`config.mk`:
```
export PLATFORM = sky130hd
export DESIGN_NAME = led_fader
export DESIGN_NICKNAME = d
export VERILOG_FILES = /design/src/rtl/led_fader.sv
export SDC_FILE = /design/constraint.sdc
export NUM_CORES = 1
export LEC_CHECK = 0
export CAP_MARGIN = 5
export CORE_MARGIN = 3
export CORE_UTILIZATION = 50
export CTS_CLUSTER_SIZE = 25
export DETAILED_ROUTE_END_ITERATION = 10
export PLACE_DENSITY = 0.7
export SLEW_MARGIN = 20
export SYNTH_ARGS = -nofsm -noshare
export SYNTH_HDL_FRONTEND = slang
export SYNTH_SLANG_ARGS = --single-unit
```
`constraint.sdc`:
```
create_clock -name clk -period 3.5 [get_ports clk]
set_clock_uncertainty 0.15 [all_clocks]
set_input_delay 0.7 -clock clk [delete_from_list [all_inputs] [get_ports clk]]
set_output_delay 0.7 -clock clk [all_outputs]
set_load 0.05 [all_outputs]
```
`src/rtl/led_fader.sv`:
```
// Breathing-LED fader: a RISE/HOLD_HI/FALL/HOLD_LO ramp drives eight PWM channels, with even and odd channels fading in opposite directions.
// Optional build macro LED_FADE_GAMMA_EN squares the duty (upper byte of d*d) for a perceptual curve.
module led_fader #(
  parameter int STEP_DIV   = 195312,
  parameter int HOLD_STEPS = 64
) (
  input  logic       clk,
  input  logic       rst,
  input  logic       en,
  input  logic [7:0] mask,
  output logic [7:0] led,
  output logic [7:0] level,
  output logic [1:0] state,
  output logic       cycle_done
);

  localparam int SW = (STEP_DIV > 2) ? $clog2(STEP_DIV) : 1;
  localparam logic [SW-1:0] STEP_LAST = SW'(STEP_DIV - 1);
  localparam logic [7:0]    HOLD_LAST = 8'(HOLD_STEPS - 1);

  typedef enum logic [1:0] {
    RISE    = 2'd0,
    HOLD_HI = 2'd1,
    FALL    = 2'd2,
    HOLD_LO = 2'd3
  } fade_state_t;

  fade_state_t   cur_state;
  fade_state_t   nxt_state;
  logic [7:0]    pwm_cnt;
  logic [SW-1:0] step_cnt;
  logic [7:0]    hold_cnt;
  logic [7:0]    nxt_level;
  logic [7:0]    nxt_hold;
  logic          nxt_done;
  logic [7:0]    duty_even;
  logic [7:0]    duty_odd;
  logic          tick;
  logic          even_on;
  logic          odd_on;

  function automatic logic [7:0] shape(input logic [7:0] d);
`ifdef LED_FADE_GAMMA_EN
    logic [15:0] p;
    p = {8'd0, d} * {8'd0, d};
    return p[15:8];
`else
    return d;
`endif
  endfunction

  assign tick    = en && (step_cnt == STEP_LAST);
  assign even_on = pwm_cnt < duty_even;
  assign odd_on  = pwm_cnt < duty_odd;
  assign state   = cur_state;

  // Ramp sequencing; only a step tick moves the level or the state.
  always_comb begin
    nxt_state = cur_state;
    nxt_level = level;
    nxt_hold  = hold_cnt;
    nxt_done  = 1'b0;
    if (tick) begin
      case (cur_state)
        RISE: begin
          if (level == 8'd255) begin
            nxt_state = HOLD_HI;
            nxt_hold  = 8'd0;
          end else begin
            nxt_level = level + 8'd1;
          end
        end
        HOLD_HI: begin
          if (hold_cnt == HOLD_LAST) begin
            nxt_state = FALL;
          end else begin
            nxt_hold = hold_cnt + 8'd1;
          end
        end
        FALL: begin
          if (level == 8'd0) begin
            nxt_state = HOLD_LO;
            nxt_hold  = 8'd0;
          end else begin
            nxt_level = level - 8'd1;
          end
        end
        HOLD_LO: begin
          if (hold_cnt == HOLD_LAST) begin
            nxt_state = RISE;
            nxt_done  = 1'b1;
          end else begin
            nxt_hold = hold_cnt + 8'd1;
          end
        end
        default: begin
          nxt_state = RISE;
        end
      endcase
    end else begin
      nxt_state = cur_state;
    end
  end

  // All state freezes while en is low; the LEDs blank on the following edge.
  always_ff @(posedge clk or posedge rst) begin
    if (rst) begin
      cur_state  <= RISE;
      level      <= 8'd0;
      hold_cnt   <= 8'd0;
      pwm_cnt    <= 8'd0;
      step_cnt   <= '0;
      duty_even  <= 8'd0;
      duty_odd   <= 8'd0;
      led        <= 8'd0;
      cycle_done <= 1'b0;
    end else if (en) begin
      cur_state  <= nxt_state;
      level      <= nxt_level;
      hold_cnt   <= nxt_hold;
      pwm_cnt    <= pwm_cnt + 8'd1;
      step_cnt   <= tick ? '0 : step_cnt + {{(SW-1){1'b0}}, 1'b1};
      cycle_done <= nxt_done;
      led        <= mask & {4{odd_on, even_on}};
      // Duties change only at the period boundary so a period never glitches.
      if (pwm_cnt == 8'hFF) begin
        duty_even <= shape(level);
        duty_odd  <= shape(8'hFF - level);
      end
    end else begin
      led        <= 8'd0;
      cycle_done <= 1'b0;
    end
  end

endmodule

```
Word level (Yosys, flattened, before mapping)
Cells that the tools add are included.
{"block": "word_totals", "ram_bits": 0, "rom_bits": 0, "latch_bits": 0, "ff_bits": 69, "output_inout_bits": 19, "input_bits": 11, "n_memories": 0}
{"block": "classes", "eq_ne": 14, "n_reduce_logical": 9, "mul": 0, "n_div": 0, "n_lt_le_gt_ge": 2, "bitwise_logic": 1, "shifts": 0, "addsub": 6, "n_mux": 18}
{"op": "two-way mux 8 bit", "count": 6}
{"op": "adder 8 x 1 -> 8 bit, second input constant", "count": 3}
{"op": "one-hot mux 8 bit (3 select lines)", "count": 1}
{"op": "adder 18 x 1 -> 18 bit, second input constant", "count": 1}
{"op": "== test 18 bit, second input constant", "count": 1}
{"op": "two-way mux 18 bit", "count": 1}
{"op": "== test 8 bit, second input constant", "count": 2}
{"op": "less-than comparator 8 bit", "count": 2}
{"op": "one-hot mux 8 bit (2 select lines)", "count": 1}
{"op": "inequality test 2 bit, second input constant", "count": 7}
{"op": "AND reduction 5 bit", "count": 2}
{"op": "AND 8 bit", "count": 1}
{"op": "== test 8 x 6 -> 1 bit, second input constant", "count": 1}
{"op": "zero test 8 bit", "count": 1}
{"op": "two-way mux 2 bit", "count": 4}
{"op": "one-hot mux 2 bit (4 select lines)", "count": 1}
{"op": "subtractor 8 x 1 -> 8 bit, second input constant", "count": 1}
{"op": "subtractor 8 bit, first input constant", "count": 1}
{"op": "AND reduction 6 bit", "count": 1}
{"op": "== test 2 bit, second input constant", "count": 2}
{"op": "two-way mux 1 bit", "count": 4}
{"op": "== test 2 x 1 -> 1 bit, second input constant", "count": 1}
{"op": "zero test 2 bit", "count": 1}
{"op": "AND reduction 2 bit", "count": 1}
{"op": "3 further kinds", "count": 3}

Logic depth before layout (Yosys ltp)
Gate-level depths: netlist of run 1.
{"block": "logic_depth", "word_depth": 5, "depth_mapped": 10}

Least setup slack after synthesis of run 1
OpenSTA, ideal clock, no wires.
{"block": "synth_timing", "path_type": "register to register", "from": "reg cur_state[0], in the netlist state[0]", "to": "reg level[6]", "path_buffers": 1, "stages_incl_launch_ff": 11, "arrival_time_ns": 2.553, "setup_slack_ns": 0.647, "cell_sequence": "dfrtp_1 -> inv_1 -> ha_1 -> clkbuf_1 -> xor2_1 -> ha_1 -> a21boi_0 -> o22a_1 -> a211o_1 -> a31oi_1 -> xor2_1"}
{"block": "synth_via", "elab_chain_len": 3, "word_cells_on_any_way": 7, "classes_between": "3 x eq/ne; 1 x mux; 3 x reduce/logical"}
{"item": "from (decl)", "line_no": "28", "text": "fade_state_t cur_state;"}
{"item": "from (signal assigned)", "line_no": "118", "text": "cur_state <= nxt_state;"}
{"item": "== test 2 bit / zero test 2 bit (equally long branches)", "line_no": "64", "text": "case (cur_state)"}
{"item": "inequality test 2 bit (no line) / nonzero test 2 bit (equally long branches)"}
{"item": "AND reduction 5 bit (no line)"}
{"item": "to (signal assigned)", "line_no": "119", "text": "level <= nxt_level;"}
{"item": "to (decl)", "line_no": "12", "text": "output logic [7:0] level,"}
Several ways; a longest one is shown, not always the timed one.
A chain may end at the register's enable or synchronous reset.

Final worst setup path of run 1
{"block": "layout_timing", "from": "reg level[1]", "to": "out level[1]"}
No word-level cell between the ends.

==> results of run 1 <==
-- sequential cells by signal (all words and copies together) (netlist names) --
| register | cells |
|---|---|
| state | 2 |
| step_cnt | 18 |
| duty_even | 8 |
| level | 8 |
| led | 8 |
| duty_odd | 8 |
| hold_cnt | 8 |
| pwm_cnt | 8 |
| cycle_done | 1 |
-- stage by stage --
| step | setup WS (ns) | instances | power, mW |
|---|---|---|---|
| after floorplan | 0.647 | 392 | 1.18 |
| after global placement | 0.627 | 507 | 1.27 |
| after detailed placement | 0.593 | 507 | 1.28 |
| after CTS | 0.727 | 522 | 2.06 |
| after global routing | 0.473 | 522 | 2.15 |
| final | 0.738 | 522 | 2.04 |
-- cells in the mapped netlist (2+ instances only) --
| cell type | number | area share (%) |
|---|---|---|
| dfrtp_1 | 69 | 45 |
| nand2_1 | 35 | 3.4 |
| nor2_1 | 26 | 2.5 |
| o21ai_0 | 24 | 3.1 |
| a21oi_1 | 23 | 3.0 |
| ha_1 | 23 | 7.5 |
| inv_1 | 22 | 2.2 |
| nand3_1 | 17 | 2.2 |
| xnor2_1 | 16 | 3.7 |
| nand4_1 | 14 | 2.3 |
| xor2_1 | 13 | 3.0 |
| nor2b_1 | 10 | 1.6 |
| a21o_1 | 9 | 1.8 |
| clkbuf_1 | 9 | 0.88 |
| and3_1 | 6 | 0.98 |
| nor3_1 | 6 | 0.78 |
| a21boi_0 | 5 | 0.98 |
| a31oi_1 | 5 | 0.82 |
| nand2b_1 | 5 | 0.82 |
| a41oi_1 | 3 | 0.69 |
| mux2_2 | 3 | 0.88 |
| nor4_4 | 3 | 1.7 |
| o22ai_1 | 3 | 0.49 |
| or3_1 | 3 | 0.49 |
| and4_1 | 2 | 0.46 |
| and4_2 | 2 | 0.52 |
| buf_2 | 2 | 0.26 |
| buf_4 | 2 | 0.39 |
| mux2_1 | 2 | 0.59 |
| mux2i_1 | 2 | 0.52 |
| nand4b_1 | 2 | 0.46 |
| nor3b_1 | 2 | 0.39 |
| o31ai_1 | 2 | 0.39 |
-- logic make-up after synthesis --
family | after synthesis | synth area share (%)
muxes | 7 | 1.99
DFF | 69 | 45.0
adders and majority gates | 23 | 7.50
AOI/OAI and AO/OA | 82 | 12.9
buffers and inverters | 38 | 4.31
xor gates and xnor gates | 29 | 6.62
and+or+nand+nor | 144 | 21.7
-- report_power, final --
part	internal, mW	switching [mW]
combinational	0.141	0.145
sequential	0.871	0.105
clock	0.470	0.310
total	1.48	0.560
-- metal layers --
metal / up-vias / wire [um] / part of all wire [%] / GRT usage, %
met4: 0 / 127 / 1.7 / 7.34
li1: 1439 / - / - / -
met2: 80 / 3320 / 45 / 29.7
met5: - / 0 / 0 / 0
met1: 1403 / 3620 / 49 / 26.5
met3: 10 / 387 / 5.2 / 3.30
-- worst reg2reg max path, cell delays in order, from the launching register on --
cell and delay (ns):
dfrtp_1 0.42, inv_1 0.15, ha_1 0.52, xor2_1 0.15, ha_1 0.24, a21boi_0 0.13
o22a_1 0.25, a211o_1 0.30, a31oi_1 0.20, xor2_1 0.17
-- final timing paths --
check,start,endpoint
worst max-delay path,level[1],level[1]
min in group asynchronous,rst,hold_cnt[3]
worst max register to register,state[0],level[6]
max in group asynchronous,rst,duty_even[2]
worst min register to register,step_cnt[10],step_cnt[10]
worst min-delay path,step_cnt[10],step_cnt[10]
-- area by class of cell --
type	instances	area (sq um)	area share [%]
Clock inverter	6	113	2.54
Timing Repair Buffer	32	325	7.33
Tap cell	99	124	2.79
Clock buffer	9	124	2.79
Inverter	22	82.6	1.86
Multi-Input combinational cell	285	1940	43.8
Sequential cell	69	1730	38.9
==> flow_metrics.py, run 1 <==
metrics = {
    "run_status": {
        "outcome": "completed",
    },
    "pwr": {
        "ir_worst_vdd_uv": 293,
        "leakagePower_nw": 2.03,
        "power_density_nw_per_um2": 460,
    },
    "detailed_routing": {
        "routed_wl_mm": 7.46,
        "drtIter0Drc": 116,
        "via_count": 2932,
        "routed_via_density": 5.62,
        "firstDrtPassIters": 4,
        "wl_per_cell_um": 14.3,
        "antenna_left": 0,
        "drc_errors": 0,
    },
    "sta": {
        "slew_headroom_pct": 64.2,
        "timing.setup.tns_ns": 0,
        "worstMarginPinSlew_ns": 0.537,
        "timing.fmax_mhz": 362,
        "grt_setup_unrepaired": "no",
        "hold_violations": 0,
        "period_minus_slack_ns": 2.76,
        "final-max-slew-violation-count": 0,
        "hold_ws_ns": 0.331,
        "period_share_pct": 78.9,
        "finalSetupViolCount": 0,
    },
    "floorplan": {
        "core_area_sq_um": 7330,
        "fp.dieW_um": 93.6,
        "rows": 31,
        "die-area_sq_um": 8760,
        "io_pins": 30,
        "die_h_um": 93.6,
        "initial_core_util_pct": 52.3,
    },
    "worst_setup_path": {
        "crit_family": "buffers and inverters",
        "crit_fanout": 14,
        "crit_type": "register to primary output",
        "r2r_cells": 9,
        "crit_required_ns": 2.65,
        "cp.arrival_ns": 1.91,
        "path_buf_inv": 1,
        "cp_slowest_cell": "clkdlybuf4s50_1",
        "reg2reg_slack_ns": 0.74,
        "end_kind": "primary output",
        "critPathLaunchType": "register",
        "critPathMaxStageDelay_ns": 0.90,
        "cp_num_cells": 1,
        "crit_chain": "clkdlybuf4s50_1",
    },
    "clocking": {
        "cts_root_buffer": "clkbuf_8",
        "cts.sinks": 69,
        "cts_hold_buf": 0,
        "htreeDepth": 3,
        "worst_setup_hold_path_clk_slew_ns": 0.08,
        "post_cts_resize_count": 0,
        "clock_latency_ns": 0.35,
        "cts_setup_buffers": 0,
        "clockBufferDepth": 2,
        "cts_buffers": 9,
        "cts_tree": "built",
    },
    "final_layout": {
        "final_nets": 453,
        "layout_commonest_cell": "dfrtp_1",
        "syn_to_final_growth_pct": 15.7,
        "fin_area_sq_um": 4440,
        "final_cell_mix": "dfrtp_1 (69), nand2_1 (35), clkdlybuf4s50_1 (29)",
        "fin_util_pct": 60.5,
        "drive_gt1_share_pct": 8.04,
        "nFillCells": 596,
        "diodes": 0,
    },
    "global_route": {
        "grtUsageTotal_pct": 19.1,
        "overflow": 0,
        "grt_pass1_vias": 2831,
        "grt_pass1_wl_mm": 13.2,
        "antenna_found_initial": 0,
        "grt_max_degree": 48,
    },
    "synthesis": {
        "yosysSeqAreaShare_pct": 45.0,
        "ys.flop_type": "dfrtp_1",
        "syn_inst": 392,
        "syn_area_sq_um": 3830,
        "synth.avg_cell_area_sq_um": 9.78,
        "synth-edff-count": 0,
        "synthArstFlopShare_pct": 100,
        "yosysUniqueCellTypes": 55,
        "ys_seq_elements": 69,
        "yosys_warnings": 0,
        "synth_nets": 426,
    },
    "placement": {
        "place_area_sq_um": 4200,
        "hpwl_mm": 5.16,
        "io_buffers": 29,
        "place.gp.congestion": 0.890,
    },
    "run": {
        "maxCapViolCount": 0,
    },
    "hold_path": {
        "holdPathStages": 1,
        "worstHoldPathType": "register to register",
    },
}
Power figures use the tool's default switching activity.
==> inputs of run 2 (changes only) <==
==> constraint.sdc (replaced) <==
create_clock -name clk -period 2.7 [get_ports clk]
set_clock_uncertainty 0.15 [all_clocks]
set_input_delay 0.54 -clock clk [delete_from_list [all_inputs] [get_ports clk]]
set_output_delay 0.54 -clock clk [all_outputs]
set_load 0.05 [all_outputs]
==> run 2 against run 1 <==
Net effect: worst hold slack improved by 0.0045 ns; critical path depth did not move; global-route usage rose by 2.3 points; via count rose by 2.8%; count of clock-buffer cells in the layout did not move; register-to-register slack got worse by 0.50 ns; critical endpoint is now level[5]; highest routed layer unchanged.
==> flow_metrics.py, run 2 (synthesized netlist as in run 1, its figures left out) <==
metrics = {
    "run_status": {
        "outcome": "completed",
    },
    "clocking": {
        "clockBufferDepth": 2,
        "cts_tree": "built",
        "clock_latency_ns": 0.34,
        "htreeDepth": 3,
        "cts.sinks": 69,
        "worst_setup_hold_path_clk_slew_ns": 0.07,
        "cts_buffers": 9,
        "cts_root_buffer": "clkbuf_8",
    },
    "floorplan": {
        "die-area_sq_um": 8760,
        "die_h_um": 93.6,
        "initial_core_util_pct": 52.3,
        "rows": 31,
        "fp.dieW_um": 93.6,
        "core_area_sq_um": 7330,
        "io_pins": 30,
    },
    "pwr": {
        "power.net_switching_uw": 738,
        "p_seq_share_pct": 47.7,
        "p_clk_share_pct": 37.9,
        "p_total_mw": 2.66,
        "power_density_nw_per_um2": 584,
        "intPower_mw": 1.93,
        "ir_worst_vdd_uv": 223,
        "leakagePower_nw": 2.14,
        "comb_power_share_pct": 14.4,
        "switching_share_pct": 27.7,
    },
    "global_route": {
        "grt_max_degree": 70,
        "grt_pass1_vias": 3172,
        "overflow": 0,
        "grtUsageTotal_pct": 21.4,
        "antenna_found_initial": 0,
        "grt_pass1_wl_mm": 14.9,
    },
    "detailed_routing": {
        "firstDrtPassIters": 4,
        "via_count": 3014,
        "drc_errors": 0,
        "wl_per_cell_um": 15.0,
        "routed_wl_mm": 8.07,
        "routed_via_density": 5.61,
        "drtIter0Drc": 77,
        "antenna_left": 0,
    },
    "final_layout": {
        "largest_register_ffs": 18,
        "top_register": "step_cnt",
        "final_cell_mix": "dfrtp_1 (67), nand2_1 (35), clkdlybuf4s50_1 (27)",
        "final_nets": 468,
        "diodes": 0,
        "multi_input_area_sq_um": 1950,
        "layout_commonest_cell": "dfrtp_1",
        "nFillCells": 616,
        "syn_to_final_growth_pct": 19.0,
        "seq_area_sq_um": 1730,
        "drive_gt1_share_pct": 11.9,
    },
    "placement": {
        "place.gp.congestion": 0.847,
        "hpwl_mm": 5.67,
        "io_buffers": 29,
    },
    "worst_setup_path": {
        "end_kind": "primary output",
        "crit_family": "buffers and inverters",
        "critPathLaunchType": "register",
        "crit_required_ns": 2.01,
        "cp.arrival_ns": 1.85,
        "critPathMaxStageDelay_ns": 0.89,
        "crit_type": "register to primary output",
        "cp_slowest_cell": "clkdlybuf4s50_1",
        "path_buf_inv": 1,
        "crit_fanout": 9,
        "crit_chain": "clkdlybuf4s50_1",
    },
    "sta": {
        "period_minus_slack_ns": 2.54,
        "hold_violations": 0,
        "slew_headroom_pct": 64.0,
        "final-max-slew-violation-count": 0,
        "worstMarginPinSlew_ns": 0.540,
        "finalSetupViolCount": 0,
        "grt_setup_unrepaired": "no",
        "timing.fmax_mhz": 394,
        "period_share_pct": 93.9,
        "timing.setup.tns_ns": 0,
    },
    "run": {
        "maxCapViolCount": 0,
    },
    "hold_path": {
        "worstHoldPathType": "register to register",
    },
}
==> run 2: changes by cell type in the layout (fill, tap and decap cells not counted), sizes merged <==
cell,previous run,this run
buf,3,18
clkdlybuf4s50,29,27
dlymetal6s2s,0,2
==> run 2: repair_timing <==
item | in CTS | in global routing
hold buffers | 0 | 0
setup endpoints to repair | 0 | 2
resized for setup | 0 | 3
setup buffers | 0 | 0
==> run 2: final cells by class <==
| type | count | area share (%) |
|---|---|---|
| tap | 99 | 2.71 |
| clock inverter | 6 | 2.47 |
| timing repair buffer | 47 | 9.70 |
| clock buffer | 9 | 2.71 |
| multi-input combinational | 285 | 42.7 |
| inverter | 22 | 1.81 |
| sequential | 69 | 37.9 |
==> run 2: power by group through the flow <==
stage	Clock, mW	Combinational, mW	Sequential [mW]
floorplan	0	0.264	1.27
global placement	0	0.365	1.29
detailed placement	0	0.382	1.29
CTS	1.03	0.388	1.27
global route	1.07	0.453	1.29
finish	1.01	0.383	1.27
==> run 2: worst paths after layout <==
check                              endpoint         from  slack [ns]  cells past startpoint
min in group asynchronous       step_cnt[9]          rst        0.43                      3
worst max-delay path               level[5]     level[5]        0.16                      1
max in group asynchronous          state[1]          rst        1.68                      3
worst min register to register  duty_odd[3]  duty_odd[3]        0.34                      2
worst min-delay path            duty_odd[3]  duty_odd[3]        0.34                      2
worst max register to register     level[7]     state[0]        0.24                      8
==> run 2: metal layers <==
| metal | vias to the layer above | routed length [um] | GRT usage [%] | part of all wire, % |
|---|---|---|---|---|
| met3 | 9 | 419 | 5.07 | 5.2 |
| met2 | 64 | 3780 | 33.3 | 47 |
| met5 | - | 0 | 0 | 0 |
| met4 | 0 | 70 | 6.50 | 0.87 |
| met1 | 1472 | 3800 | 29.6 | 47 |
| li1 | 1469 | - | - | - |
==> run 2: per-stage QoR <==
stage               instances  utilization, %  worst slack, ns  hold slack, ns  area, sq um
global placement          522            58.9           0.0875           0.316         4320
global route              537            62.3           0.0507           0.357         4560
CTS                       537            62.1           0.0692           0.335         4550
detailed placement        522            58.9           0.0789           0.320         4320
finish                    537            62.3            0.164           0.335         4560
floorplan                 392               -           0.0127           0.297         3840
